[config.mk]
export PLATFORM = sky130hd
export DESIGN_NAME = bus_master_arbiter_flat
export DESIGN_NICKNAME = d
export VERILOG_FILES = /design/src/rtl/bus_master_arbiter_if.sv /design/src/rtl/bus_master_arbiter.sv /design/src/flat_wrapper.sv
export SDC_FILE = /design/constraint.sdc
export NUM_CORES = 1
export LEC_CHECK = 0
export BUFFER_PORTS_ARGS = -buffer_cell sky130_fd_sc_hd__buf_2
export CORE_AREA = 2 2 39 41
export DETAILED_ROUTE_END_ITERATION = 16
export DIE_AREA = 0 0 41 43
export PLACE_DENSITY = 0.61
export SLEW_MARGIN = 15
export SYNTH_ARGS = -nofsm -noshare
export SYNTH_HDL_FRONTEND = slang
export SYNTH_SLANG_ARGS = --single-unit
[constraint.sdc]
create_clock -name clk -period 1.9 [get_ports clk]
set_input_delay 0.095 -clock clk [delete_from_list [all_inputs] [get_ports clk]]
set_output_delay 0.095 -clock clk [all_outputs]
set_load 0.005 [all_outputs]
[src/rtl/bus_master_arbiter_if.sv]
// rtl/bus_master_arbiter_if.sv - request/grant bus between external masters and the bus arbiter
interface bus_master_arbiter_if #(
   parameter int NREQ = 2
);
   localparam int IDXW = (NREQ > 1) ? $clog2(NREQ) : 1;

   logic [NREQ-1:0] req;
   logic            boundary;
   logic [NREQ-1:0] gnt;
   logic            ctrlen;
   logic            busy;
   logic [IDXW-1:0] owner;

   modport slave (
      input  req,
      input  boundary,
      output gnt,
      output ctrlen,
      output busy,
      output owner
   );

   modport master (
      output req,
      output boundary,
      input  gnt,
      input  ctrlen,
      input  busy,
      input  owner
   );
endinterface

[src/rtl/bus_master_arbiter.sv]
// rtl/bus_master_arbiter.sv - CPU/external-master bus arbiter with turnaround cycles (optional tenure limit: ARB_HOLD_LIMIT_EN)
module bus_master_arbiter #(
   parameter int NREQ     = 2,
   parameter int MAX_HOLD = 64
) (
   input  logic                clk,
   input  logic                rstn,
   bus_master_arbiter_if.slave bus
);
   localparam int IDXW = (NREQ > 1) ? $clog2(NREQ) : 1;

   if (NREQ < 1 || NREQ > 8 || MAX_HOLD < 1) begin : g_bad_param
      $error("bus_master_arbiter: NREQ must be 1..8 and MAX_HOLD must be >= 1");
   end

   typedef enum logic [1:0] {
      CPU      = 2'd0,
      TURN_ON  = 2'd1,
      GRANT    = 2'd2,
      TURN_OFF = 2'd3
   } state_t;

   state_t          state;
   logic [NREQ-1:0] gnt_q;
   logic            ctrlen_q;
   logic            busy_q;
   logic [IDXW-1:0] owner_q;
   logic [IDXW-1:0] rr_q;

   logic [NREQ-1:0] elig;
   logic            win_found;
   logic [IDXW-1:0] win_idx;
   logic [IDXW-1:0] cand;
   logic            owner_req;

   // (base + ofs) mod NREQ; both operands are already below NREQ
   function automatic logic [IDXW-1:0] wrap_add(input logic [IDXW-1:0] base, input int ofs);
      int sum;
      sum = int'(base) + ofs;
      if (sum >= NREQ) sum = sum - NREQ;
      return sum[IDXW-1:0];
   endfunction

   function automatic logic [NREQ-1:0] one_hot(input logic [IDXW-1:0] idx);
      logic [NREQ-1:0] v;
      v = '0;
      for (int i = 0; i < NREQ; i++) begin
         if (int'(idx) == i) v[i] = 1'b1;
      end
      return v;
   endfunction

`ifdef ARB_HOLD_LIMIT_EN
   localparam int HCW = $clog2(MAX_HOLD + 1);

   logic [NREQ-1:0] lockout;
   logic [HCW-1:0]  hold_cnt;
   logic [HCW-1:0]  hold_nxt;

   // a master that was force-released stays ineligible until it lets go of req
   assign elig     = bus.req & ~lockout;
   assign hold_nxt = hold_cnt + 1'b1;
`else
   assign elig     = bus.req;
`endif

   assign owner_req = bus.req[owner_q];

   // round-robin scan starting at rr; first eligible requester wins
   always_comb begin
      win_found = 1'b0;
      win_idx   = '0;
      cand      = '0;
      for (int i = 0; i < NREQ; i++) begin
         cand = wrap_add(rr_q, i);
         if (!win_found && elig[cand] == 1'b1) begin
            win_found = 1'b1;
            win_idx   = cand;
         end
      end
   end

   // ownership FSM; every output is a register updated here
   always_ff @(posedge clk or negedge rstn) begin
      if (!rstn) begin
         state    <= CPU;
         gnt_q    <= '0;
         ctrlen_q <= 1'b0;
         busy_q   <= 1'b0;
         owner_q  <= '0;
         rr_q     <= '0;
`ifdef ARB_HOLD_LIMIT_EN
         lockout  <= '0;
         hold_cnt <= '0;
`endif
      end else begin
`ifdef ARB_HOLD_LIMIT_EN
         for (int i = 0; i < NREQ; i++) begin
            if (bus.req[i] == 1'b0) lockout[i] <= 1'b0;
         end
`endif
         case (state)
            CPU: begin
               // only an explicit 1 on boundary moves us; X keeps the CPU in charge
               if (bus.boundary == 1'b1 && win_found == 1'b1) begin
                  owner_q  <= win_idx;
                  ctrlen_q <= 1'b1;
                  busy_q   <= 1'b1;
                  state    <= TURN_ON;
               end
            end
            TURN_ON: begin
               if (owner_req == 1'b1) begin
                  gnt_q <= one_hot(owner_q);
                  state <= GRANT;
`ifdef ARB_HOLD_LIMIT_EN
                  hold_cnt <= '0;
`endif
               end else begin
                  state <= TURN_OFF;
               end
            end
            GRANT: begin
               if (owner_req == 1'b0) begin
                  gnt_q <= '0;
                  rr_q  <= wrap_add(owner_q, 1);
                  state <= TURN_OFF;
               end
`ifdef ARB_HOLD_LIMIT_EN
               else if (hold_nxt == HCW'(MAX_HOLD)) begin
                  gnt_q            <= '0;
                  rr_q             <= wrap_add(owner_q, 1);
                  lockout[owner_q] <= 1'b1;
                  state            <= TURN_OFF;
               end else begin
                  hold_cnt <= hold_nxt;
               end
`endif
            end
            TURN_OFF: begin
               ctrlen_q <= 1'b0;
               busy_q   <= 1'b0;
               state    <= CPU;
            end
            default: begin
               gnt_q    <= '0;
               ctrlen_q <= 1'b0;
               busy_q   <= 1'b0;
               state    <= CPU;
            end
         endcase
      end
   end

   assign bus.gnt    = gnt_q;
   assign bus.ctrlen = ctrlen_q;
   assign bus.busy   = busy_q;
   assign bus.owner  = owner_q;
endmodule

[src/flat_wrapper.sv]
// flat-port wrapper written by rule: the top's interface ports become plain ports
module bus_master_arbiter_flat 
#(
   parameter int NREQ     = 2,
   parameter int MAX_HOLD = 64
)
  (clk, rstn, bus_req, bus_boundary, bus_gnt, bus_ctrlen, bus_busy, bus_owner);
  bus_master_arbiter_if #(.NREQ(NREQ)) bus_i ();
  input  logic clk;
  input  logic rstn;
  input wire logic [$bits(bus_i.req)-1:0] bus_req;
  input wire logic [$bits(bus_i.boundary)-1:0] bus_boundary;
  output wire logic [$bits(bus_i.gnt)-1:0] bus_gnt;
  output wire logic [$bits(bus_i.ctrlen)-1:0] bus_ctrlen;
  output wire logic [$bits(bus_i.busy)-1:0] bus_busy;
  output wire logic [$bits(bus_i.owner)-1:0] bus_owner;
  assign bus_i.req = bus_req;
  assign bus_i.boundary = bus_boundary;
  assign bus_gnt = bus_i.gnt;
  assign bus_ctrlen = bus_i.ctrlen;
  assign bus_busy = bus_i.busy;
  assign bus_owner = bus_i.owner;
  bus_master_arbiter #(.NREQ(NREQ), .MAX_HOLD(MAX_HOLD)) u_core (.clk(clk), .rstn(rstn), .bus(bus_i));
endmodule
### After elaboration in Yosys (flattened, before gate mapping)

Index checks and enable logic that the tools add are counted.

* flip-flop bits (word level): 7
* latch bits: 0
* RAM bits: 0
* ROM bits: 0
* bits of input ports: 5
* output and inout bits: 5
* logic and storage cells: 58
* memories: 0

* $add $sub $neg: 5
* multiply operators: 0
* divide/modulo/power cells: 0
* magnitude comparators: 6
* equality and inequality tests: 6
* shift-type cells: 0
* muxes and demuxes: 24
* bitwise operators: 1
* reduce and logical (&&, ||, !) cells: 11

Operator list (number)
* 1-bit two-way mux: 17
* 2-bit two-way mux: 4
* 2-bit one-hot mux with 4 select lines: 1
* 2-bit AND reduction: 4
* 1-bit by 2-bit < comparator with 1-bit output, second input constant: 3
* 1-bit by 1-bit adder with 2-bit output, second input constant: 2
* 2-bit equality test, second input constant: 2
* 2-bit greater-or-equal comparator, second input constant: 2
* 2-bit by 1-bit != test with 1-bit output, second input constant: 2
* 2-bit one-hot mux with 2 select lines: 1
* 2-bit nonzero test: 2
* 3-bit AND reduction: 1
* 1-bit subtractor, second input constant: 3
* 2-bit by 1-bit equality test with 1-bit output, second input constant: 1
* 1-bit by 2-bit greater-or-equal comparator with 1-bit output, second input constant: 1
* 1-bit logical AND: 2
* 2-bit logical NOT: 1
* 2-bit != test, second input constant: 1
* 1-bit one-hot mux with 2 select lines: 1
* 1-bit logical NOT: 1
* 1-bit NOT: 1

### Logic depth before layout (Yosys ltp)

Gate-level depths: netlist (run 1).

* depth in word-level cells: 11
* depth in mapped cells: 5
* depth with buffers taken out: 5

### Worst setup path after synthesis (run 1)

Ideal clock, no wire load.

* kind: register -> register
* start: register u_core.state[0]
* end: register u_core.gnt_q[0] (netlist: u_core.bus.gnt[0])
* setup time: 0.069 ns
* arrival time: 1.248 ns
* data required time: 1.831 ns
* setup slack: 0.583 ns
* cell stages (with the launch flop): 6
* path buffers: 0
* period minus slack after synthesis: 1.317 ns
* cells stage by stage: dfrtp_1 inv_1 ha_1 inv_1 a2111o_1 nand3_1

* word-level cells in the longest chain between the ends: 3
* elaborated cells between the ends (all ways): 7
* those cells by class: eq/ne: 4; mux: 1; reduce/logical: 2

Ends and longest elaborated chain
* start: declaration: line bus_master_arbiter.sv:23 `state_t state;`
* start signal: assignment: line bus_master_arbiter.sv:86 `state <= CPU;`
* start signal: assignment: line bus_master_arbiter.sv:109 `state <= TURN_ON;`
* start signal: assignment: line bus_master_arbiter.sv:115 `state <= GRANT;`
* 2-bit equality test / 2-bit by 1-bit equality test with 1-bit output (equally long branches): line bus_master_arbiter.sv:102 `case (state)`
* 2-bit != test (no line) (tied with other cells)
* 3-bit AND reduction (no line)
* end signal: assignment: line bus_master_arbiter.sv:114 `gnt_q <= one_hot(owner_q);`
* end: declaration: line bus_master_arbiter.sv:24 `logic [NREQ-1:0] gnt_q;`

Parallel ways exist; a longest one is shown, timed or not.
A chain may end at the register's enable or synchronous reset.

### Worst setup path after layout (run 1)

Ends and elaborated chain as after synthesis.

==> flow_summary_export.csv, run 1 <==
group,metric,value,unit
sta,whs,0.1077,ns
setup_path,cpMostUsedCell,"inv_1",
setup_path,critical_path.endpoint_type,"flop",
clock_tree,clk_pin_slew_worst_paths,0.05,ns
sta,timing.fmax,687.2,MHz
setup_path,critPathMaxStageDelay,0.40,ns
clock_tree,cts_inserted_buffers,3,
global_route,grt_pass1_wl,1662,um
floorplanning,die_y,43,um
synthesis,netlist_area,471.7,um2
sta,rsz0062_at_grt,"false",
sta,fin_setup_tns,0,ns
synthesis,synth_ff_type,"dfrtp_1",
cells_and_area,area_growth,19.89,%
cells_and_area,multi_input_area,266.5,um2
pwr,powerDensity,1710,mW/mm2
setup_path,worstReg2RegStart,"u_core.state[0]",
cells_and_area,fill_cells,147,
sta,post-route-period-util,76.59,%
pwr,p_leak,0.2751,nW
min_path,hold_class,"input pin to flop",
detailed_routing,via_count,419,
cells_and_area,fin_nets,72,
placed_design,place.gp.congestion,0.8276,
synthesis,synth_top_area_cell,"dfrtp_1",
synthesis,yosys-top-cells-count,"7 x dfrtp_1, 6 x inv_1, 5 x ha_1, 5 x nand3_1, 4 x o21ai_0",
detailed_routing,drtPass1Iterations,4,
setup_path,cp_cell_sequence,"inv_1 -> ha_1 -> inv_1 -> a2111o_1 -> nand3_1",
sta,slew_headroom,70.80,%
cells_and_area,design_area,565.5,um2
detailed_routing,totalWireLength,1010,um
floorplanning,start_util,34.09,%
sta,worstMarginPinSlew,0.4333,ns
global_route,grt_usage,14.98,%
synthesis,yosysMostFrequentCell,"dfrtp_1",
cells_and_area,drive_gt1_share,22.95,%
sta,hold_viol_final,0,
clock_tree,cts_tree,"built",
setup_path,slowest_stage,"dfrtp_1",
placed_design,io_buffers,9,
min_path,min-delay-start,"bus_boundary",
synthesis,synth_area_leaders,"dfrtp_1 37%, ha_1 13%, nand3_1 5.3%",
min_path,holdPathStages,2,
synthesis,syn_inst,48,
global_route,grt_pass1_vias,399,
sta,setup_violations,0,
clock_tree,clk_latency,0.26,ns
clock_tree,cts-root-buf,"clkbuf_4",
synthesis,avgSynthCellArea,9.827,um2
detailed_routing,antenna_left,0,
min_path,min_to,"u_core.bus.owner",
outcome,status,"complete, no violations",
clock_tree,ctsResizeCount,0,
global_route,grt_max_degree,9,
cells_and_area,antenna_cells,0,
clock_tree,cts_sinks,7,
floorplanning,rows,14,
cells_and_area,seqCellArea,175.2,um2
setup_path,arrival,1.65,ns
synthesis,synth_top_area_share,37.14,%
global_route,grt-ovfl-total,0,
setup_path,path_class,"flop to flop",
floorplanning,dieArea,0.001763,mm2
global_route,antenna_found_initial,0,
synthesis,syn_nets,58,
setup_path,r2r_cells,5,
setup_path,cp_data_required_time,2.09,ns
detailed_routing,initialDrtViolationCount,2,
synthesis,synth-seq-cells,7,
flow_run,drv_cap,0,
floorplanning,core_area,0.001384,mm2
synthesis,yosys_warnings,0,
floorplanning,fp.dieW,41,um
sta,fin_crit,1.455,ns
sta,slew_violations,0,
setup_path,reg2reg_setup_slack,0.44,ns
sta,finalClockSkew,0.001744,ns
detailed_routing,routedWlPerCell,13.12,um
pwr,ir_drop,0.0007068,V
setup_path,path_delay_family,"flip-flops",
detailed_routing,drcViolationCount,0,
clock_tree,clockBufferDepth,2,
clock_tree,cts_htree_levels,1,
setup_path,critPathLaunchType,"flop",
synthesis,async_flop_share,100.0,%
placed_design,place_area,529.3,um2
detailed_routing,via_per_inst,5.442,
synthesis,synth_edf_count,0,
synthesis,ys_types,21,
setup_path,cp_num_buf_inv,2,
synthesis,seq_area_frac_synth,37.14,%
setup_path,r2r-end,"u_core.bus.gnt[0]",
setup_path,path_max_fanout,4,
placed_design,dpl.hpwl,721.4,um
floorplanning,ios,10,
==> timing repair <==
| action | in CTS | in global routing |
|---|---|---|
| buffers inserted | 0 | 0 |
| hold endpoints to repair | 7 | 0 |
| hold buffers | 1 | 0 |
==> cells by family (layout without fill, tap and decap cells) <==
| kind of cell | count (synthesis) | after routing | share of synthesized area [%] |
|---|---|---|---|
| flops | 7 | 7 | 37.14 |
| simple gates | 9 | 9 | 9.546 |
| fa+ha+maj | 5 | 5 | 13.26 |
| mux | 3 | 3 | 7.426 |
| compound gates | 17 | 17 | 26.26 |
| buf+inv | 7 | 20 | 6.366 |
==> worst register-to-register path, stage by stage (launching register included) <==
cell,delay (ns)
dfrtp_1,0.40
inv_1,0.11
ha_1,0.36
inv_1,0.08
a2111o_1,0.38
nand3_1,0.08
==> registers in the layout, indices dropped and copies added (netlist names) <==
register           flops
u_core.rr_q            1
u_core.bus.owner       1
u_core.bus.gnt         2
u_core.state           2
u_core.bus.ctrlen      1
==> through the flow <==
step	total power [mW]	worst slack, ns	util [%]	std cells
after global placement	0.8186	0.4578	38.25	72
after CTS	0.9759	0.4448	40.87	77
after detailed placement	0.8258	0.4481	38.25	72
final	0.9670	0.4447	40.87	77
after global routing	1.078	0.3238	40.87	77
after floorplan	0.6888	0.5828	-	48
==> metal layers <==
layer / GRT usage, % / vias to the layer above / share of wire, %
met1: 19.14 / 194 / 49
met3: 7.853 / 5 / 6.4
met5: 0 / - / 0
met2: 18.75 / 13 / 42
li1: - / 207 / -
met4: 10.00 / 0 / 3.1
==> power breakdown <==
part | internal, mW | total (mW) | switching (mW)
clock network | 0.0804 | 0.139 | 0.0586
logic | 0.247 | 0.522 | 0.275
registers | 0.225 | 0.306 | 0.0808
total | 0.553 | 0.967 | 0.414
==> area by class of cell <==
cell class	count	share of cell area [%]
timing repair buffer	10	9.735
sequential	7	30.97
inverter	6	3.982
clock buffer	4	4.646
multi-input combinational	34	47.12
tap	16	3.540
==> worst max-delay path by stage <==
stage          depth (start not counted)                end       startpoint
2_1_floorplan                          5  u_core.bus.gnt[0]  u_core.state[0]
6_report                               5  u_core.bus.gnt[0]  u_core.state[0]
3_5_place_dp                           5  u_core.bus.gnt[0]  u_core.state[0]
4_1_cts                                5  u_core.bus.gnt[0]  u_core.state[0]
5_1_grt                                5  u_core.bus.gnt[0]  u_core.state[0]
3_3_place_gp                           5  u_core.bus.gnt[0]  u_core.state[0]
==> cells in the final DEF, fill, tap and decap left out, drive strengths merged <==
cell,count
mux2i,2
buf,9
a21oi,2
o21ai,4
dfrtp,7
nand3,5
a22oi,1
a31oi,3
ha,5
a2bb2oi,1
dlygate4sd3,1
nor2b,2
a41oi,1
a2111o,1
mux2,1
a221oi,1
clkbuf,4
inv,6
o2111ai,1
nand2,1
nor2,1
a211oi,1
o21a,1
Power figures use the tool's default switching activity.
==> run 2, diff against run 1 <==
ABC_AREA = 1   (was default)
PLACE_DENSITY = 0.6   (was 0.61)
clock period = 1.4 ns   (was 1.9 ns; I/O delays follow)
==> flow_summary_export.csv, run 2 <==
group,metric,value,unit
pwr,p_int,697.0,uW
synthesis,synth_top_area_share,37.53,%
pwr,powerDensity,2228,mW/mm2
min_path,holdPathStages,3,
setup_path,critPathLaunchType,"flop",
sta,timing.fmax,823.0,MHz
synthesis,synth_area_leaders,"dfrtp_1 38%, ha_1 13%, nand2_1 10%",
synthesis,yosys.area_share.simple,30.56,%
cells_and_area,area_growth,20.11,%
cells_and_area,design_area,560.5,um2
synthesis,synth_top_family_by_area,"simple AND/OR/NAND/NOR gates",
synthesis,synth_edf_count,0,
floorplanning,dieArea,0.001763,mm2
cells_and_area,layout_common_cells,"13 x nand2_1, 9 x buf_2, 7 x dfrtp_1",
synthesis,seq_area_frac_synth,37.53,%
sta,worstMarginPinSlew,0.2379,ns
flow_run,drv_cap,0,
placed_design,place_area,524.3,um2
floorplanning,fp.dieW,41,um
global_route,grt-ovfl-total,0,
sta,setup_violations,0,
clock_tree,cts_tree,"built",
cells_and_area,fin_nets,76,
floorplanning,die_y,43,um
detailed_routing,drcViolationCount,0,
sta,final.setup.worst_slack,0.1850,ns
setup_path,r2r-end,"u_core.rr_q",
pwr,p_leak,0.2962,nW
floorplanning,start_util,33.73,%
synthesis,synth-adder-area-share,13.40,%
synthesis,synth_xor_area_share,0,%
pwr,seq_power_share,31.0,%
min_path,min-delay-start,"bus_req[1]",
clock_tree,clk_pin_slew_worst_paths,0.06,ns
clock_tree,clk_latency,0.26,ns
placed_design,placedCellCount,76,
clock_tree,cts_setup_buffers,0,
synthesis,async_flop_share,100.0,%
sta,hold_viol_final,0,
min_path,min_to,"u_core.bus.owner",
detailed_routing,totalWireLength,911,um
setup_path,slowest_stage,"dfrtp_1",
synthesis,synth_compound_gate_area_share,11.26,%
global_route,grt_pass1_wl,1621,um
detailed_routing,antenna_left,0,
pwr,clock_power_share,16.0,%
setup_path,cp_cell_sequence,"inv_1 -> ha_1 -> inv_1 -> o21ai_0 -> o21ai_0",
sta,finalClockSkew,0.0009869,ns
placed_design,dpl.hpwl,729.5,um
detailed_routing,routedWlPerCell,11.25,um
floorplanning,core_area,0.001384,mm2
synthesis,yosysMostFrequentCell,"nand2_1",
sta,slew_violations,0,
synthesis,synth_ff_type,"dfrtp_1",
setup_path,arrival,1.36,ns
pwr,finalPower,1.249,mW
pwr,swShare,44.20,%
cells_and_area,final_common_cell,"nand2_1",
detailed_routing,initialDrtViolationCount,5,
setup_path,critical_path.endpoint_type,"flop",
placed_design,io_buffers,9,
outcome,status,"complete, no violations",
detailed_routing,via_per_inst,4.691,
cells_and_area,antenna_cells,0,
synthesis,synth_mux_area_share,0,%
clock_tree,cts_htree_levels,1,
global_route,grt_max_degree,8,
floorplanning,ios,10,
global_route,antenna_found_initial,0,
global_route,grt_pass1_vias,402,
synthesis,netlist_area,466.7,um2
sta,fin_crit,1.215,ns
sta,rsz0062_at_grt,"false",
setup_path,path_class,"flop to flop",
detailed_routing,drtPass1Iterations,3,
global_route,grt_usage,15.11,%
setup_path,reg2reg_setup_slack,0.18,ns
placed_design,place.gp.congestion,0.7702,
setup_path,worstReg2RegStart,"u_core.state[0]",
cells_and_area,stdcell_count,81,
synthesis,yosys-top-cells-count,"13 x nand2_1, 7 x dfrtp_1, 6 x inv_1",
synthesis,avgSynthCellArea,8.975,um2
setup_path,critPathMaxStageDelay,0.42,ns
pwr,combPwrFrac,52.9,%
detailed_routing,via_count,380,
clock_tree,cts_sinks,7,
synthesis,syn_inst,52,
setup_path,cp_data_required_time,1.55,ns
sta,post-route-period-util,86.79,%
synthesis,ys_types,18,
synthesis,yosys_warnings,0,
clock_tree,clockBufferDepth,2,
clock_tree,cts-root-buf,"clkbuf_4",
sta,fin_setup_tns,0,ns
sta,slew_headroom,84.07,%
setup_path,r2r_cells,5,
cells_and_area,drive_gt1_share,29.23,%
sta,whs,0.1334,ns
clock_tree,cts_inserted_buffers,3,
setup_path,path_max_fanout,5,
synthesis,syn_nets,62,
pwr,switchingPower,552.1,uW
synthesis,synth-seq-cells,7,
floorplanning,rows,14,
synthesis,synth_top_area_cell,"dfrtp_1",
pwr,ir_drop,0.0007974,V
cells_and_area,utilization,40.51,%
placed_design,pre_cts_ws,0.1934,ns
min_path,hold_class,"input pin to flop",
==> run 2: changes by cell type in the layout (fill, tap and decap cells not counted), moves of 2 or more <==
| cell | previous run | this run |
|---|---|---|
| nand3_1 | 5 | 1 |
| nand3_4 | 0 | 2 |
| nand4_1 | 0 | 2 |
| nor2b_1 | 2 | 0 |
| nand2_1 | 1 | 13 |
| nand3_2 | 0 | 2 |
| o211ai_1 | 0 | 2 |
| a31oi_1 | 3 | 0 |
| mux2i_1 | 2 | 0 |
==> run 2: how the worst max path moves through the flow <==
stage,startpoint,end
after floorplan,u_core.state[0],u_core.rr_q
after global placement,u_core.state[1],u_core.state[0]
after detailed placement,u_core.state[0],u_core.rr_q
after CTS,u_core.state[0],u_core.rr_q
after global routing,u_core.state[0],u_core.rr_q
final,u_core.state[0],u_core.rr_q
==> run 2: kinds of logic (layout without fill, tap and decap cells) <==
group,count (synthesis),in the layout
AND/OR/NAND/NOR,23,23
AO/OA/AOI/OAI,9,9
buffers and inverters,8,21
flip-flops,7,7
adder cells (fa/ha/maj),5,5
==> run 2: layout make-up <==
| cell class | instances | area, um2 |
|---|---|---|
| multi-input cells | 37 | 257.7 |
| inverters | 7 | 26.28 |
| well taps | 16 | 20.02 |
| flip-flops and latches | 7 | 175.2 |
| clock buffers | 4 | 26.28 |
| repair buffers | 10 | 55.05 |
| fillers | 135 | 823.3 |
==> run 2: power groups by stage <==
stage	sequential [mW]	clock [mW]	combinational [mW]
floorplan	0.385	0	0.511
global placement	0.389	0	0.659
detailed placement	0.394	0	0.667
CTS	0.389	0.210	0.673
global route	0.411	0.219	0.777
finish	0.388	0.200	0.661
==> run 2: metal layers <==
metal / routed length, um / global-route usage (%) / up-vias
met3: 58 / 7.853 / 5
li1: - / - / 195
met5: 0 / 0 / -
met1: 358 / 14.94 / 169
met2: 461 / 22.19 / 11
met4: 33 / 12.00 / 0
==> run 2: repair_timing <==
action	4_1_cts	5_1_grt
endpoints found under the hold margin	7	0
resized for setup	0	0
hold buffers	1	0
==> run 2: critical path, delay by kind of cell (launching register included) <==
kind                       cells  cell delay, ns
DFF                            1            0.42
buffers and inverters          2            0.22
adders and majority gates      1            0.22
AOI/OAI and AO/OA              2            0.24
==> run 3, diff against run 2 <==
GPL_TIMING_DRIVEN = 0   (was default)
REMOVE_ABC_BUFFERS = 1   (was default)
==> flow_summary_export.csv, run 3 (synthesis gave the netlist of run 2 again) <==
group,metric,value,unit
outcome,status,"complete, no violations",
flow_run,drv_cap,0,
setup_path,critPathLaunch,"u_core.state[0]",
global_route,use_met1,13.87,%
floorplanning,fp.dieW,41,um
global_route,grt-ovfl-total,0,
sta,worstMarginPinSlew,0.2410,ns
placed_design,io_buffers,9,
floorplanning,ios,10,
global_route,grt_pass1_vias,314,
pwr,p_leak,0.2962,nW
cells_and_area,drive_gt1_share,29.23,%
detailed_routing,antenna_left,0,
global_route,antenna_found_initial,0,
min_path,hold_class,"input pin to flop",
setup_path,r2r-end,"u_core.rr_q",
detailed_routing,via_count,372,
sta,finalClockSkew,0.003328,ns
pwr,ir_drop,0.0006415,V
clock_tree,clockBufferDepth,2,
detailed_routing,drcViolationCount,0,
clock_tree,cts_inserted_buffers,3,
cells_and_area,layout_common_cells,"13 x nand2_1, 9 x buf_2, 7 x dfrtp_1",
clock_tree,cts_sinks,7,
cells_and_area,final_common_cell,"nand2_1",
global_route,grt_usage,11.36,%
sta,setup_violations,0,
setup_path,endpoint,"u_core.rr_q",
global_route,grtUsageMet2,15.31,%
setup_path,worstReg2RegStart,"u_core.state[0]",
sta,timing.fmax,827.1,MHz
detailed_routing,totalWireLength,813,um
global_route,grt_max_degree,8,
cells_and_area,fin_nets,76,
sta,post-route-period-util,86.36,%
placed_design,dpl.hpwl,683.4,um
detailed_routing,drtPass1Iterations,4,
global_route,gr-usage-met3,4.712,%
clock_tree,cts-root-buf,"clkbuf_4",
setup_path,critical_path.endpoint_type,"flop",
placed_design,pre_cts_ws,0.1829,ns
setup_path,critPathLaunchType,"flop",
detailed_routing,via_per_inst,4.593,
pwr,powerDensity,2179,mW/mm2
clock_tree,clk_pin_slew_worst_paths,0.06,ns
global_route,grt_pass1_wl,1311,um
floorplanning,die_y,43,um
floorplanning,rows,14,
setup_path,arrival,1.34,ns
setup_path,path_class,"flop to flop",
cells_and_area,area_growth,20.11,%
clock_tree,cts_tree,"built",
clock_tree,cts_htree_levels,1,
sta,hold_viol_final,0,
setup_path,r2r_cells,5,
detailed_routing,initialDrtViolationCount,2,
sta,final.setup.worst_slack,0.1910,ns
floorplanning,core_area,0.001384,mm2
setup_path,reg2reg_setup_slack,0.19,ns
setup_path,path_max_fanout,5,
cells_and_area,fill_cells,146,
detailed_routing,routedWlPerCell,10.04,um
sta,fin_crit,1.209,ns
placed_design,place.gp.congestion,0.7455,
global_route,busiest_layer,"met2",
setup_path,cp_data_required_time,1.53,ns
floorplanning,start_util,33.73,%
floorplanning,dieArea,0.001763,mm2
sta,slew_violations,0,
clock_tree,clk_latency,0.25,ns
sta,rsz0062_at_grt,"false",
sta,fin_setup_tns,0,ns
cells_and_area,antenna_cells,0,
sta,slew_headroom,83.86,%
## run 3: cell counts in the layout (fill, tap and decap cells not counted)
No cell type changed its count.
## run 3: metrics by stage
stage	utilization [%]	total power, mW	instances	hold WS [ns]	area [um2]
6_report	40.51	1.221	81	0.1415	560.5
5_1_grt	40.51	1.374	81	0.1306	560.5
4_1_cts	40.51	1.247	81	0.1346	560.5
3_5_place_dp	37.88	1.054	76	-0.08385	524.3
3_3_place_gp	37.88	1.038	76	-0.08378	524.3
2_1_floorplan	-	0.8766	51	-0.2256	459.2
## run 3: worst max-delay path, cell delays in order (launching register included)
cell	delay, ns
dfrtp_1	0.42
inv_1	0.12
ha_1	0.22
inv_1	0.09
o21ai_0	0.14
o21ai_0	0.10
## run 3: cell type report
class / count / area, um2 / share of cell area (%)
clock buffer: 4 / 26.28 / 4.687
inverter: 7 / 26.28 / 4.687
sequential: 7 / 175.2 / 31.25
timing repair buffer: 10 / 55.05 / 9.821
tap: 16 / 20.02 / 3.571
multi-input combinational: 37 / 257.7 / 45.98
## run 3: power by group
| group | internal, mW | leakage [nW] | switching, mW | total, mW |
|---|---|---|---|---|
| clock | 0.109 | 0.0150 | 0.0769 | 0.186 |
| sequential | 0.305 | 0.0842 | 0.0835 | 0.389 |
| combinational | 0.280 | 0.197 | 0.367 | 0.647 |
| total | 0.694 | 0.296 | 0.527 | 1.22 |
## run 3: worst min-delay path by stage
stage                          start                end  slack [ns]  cells past startpoint
after floorplan                 rstn  u_core.bus.ctrlen       -0.23                      0
after global placement          rstn  u_core.bus.ctrlen       -0.08                      1
after detailed placement        rstn  u_core.bus.ctrlen       -0.08                      1
after CTS                 bus_req[1]   u_core.bus.owner        0.13                      3
after global routing      bus_req[1]   u_core.bus.owner        0.13                      3
final                     bus_req[1]   u_core.bus.owner        0.14                      3
## run 3: metal layers
| metal | routed length (um) | part of all wire, % |
|---|---|---|
| met3 | 51 | 6.3 |
| met4 | 14 | 1.7 |
| met2 | 356 | 44 |
| met5 | 0 | 0 |
| met1 | 390 | 48 |
## run 3: what timing repair did
action                    4_1_cts  5_1_grt
hold buffers                    1        0
buffers inserted                0        0
gates resized for setup         0        0
hold endpoints to repair        7        0
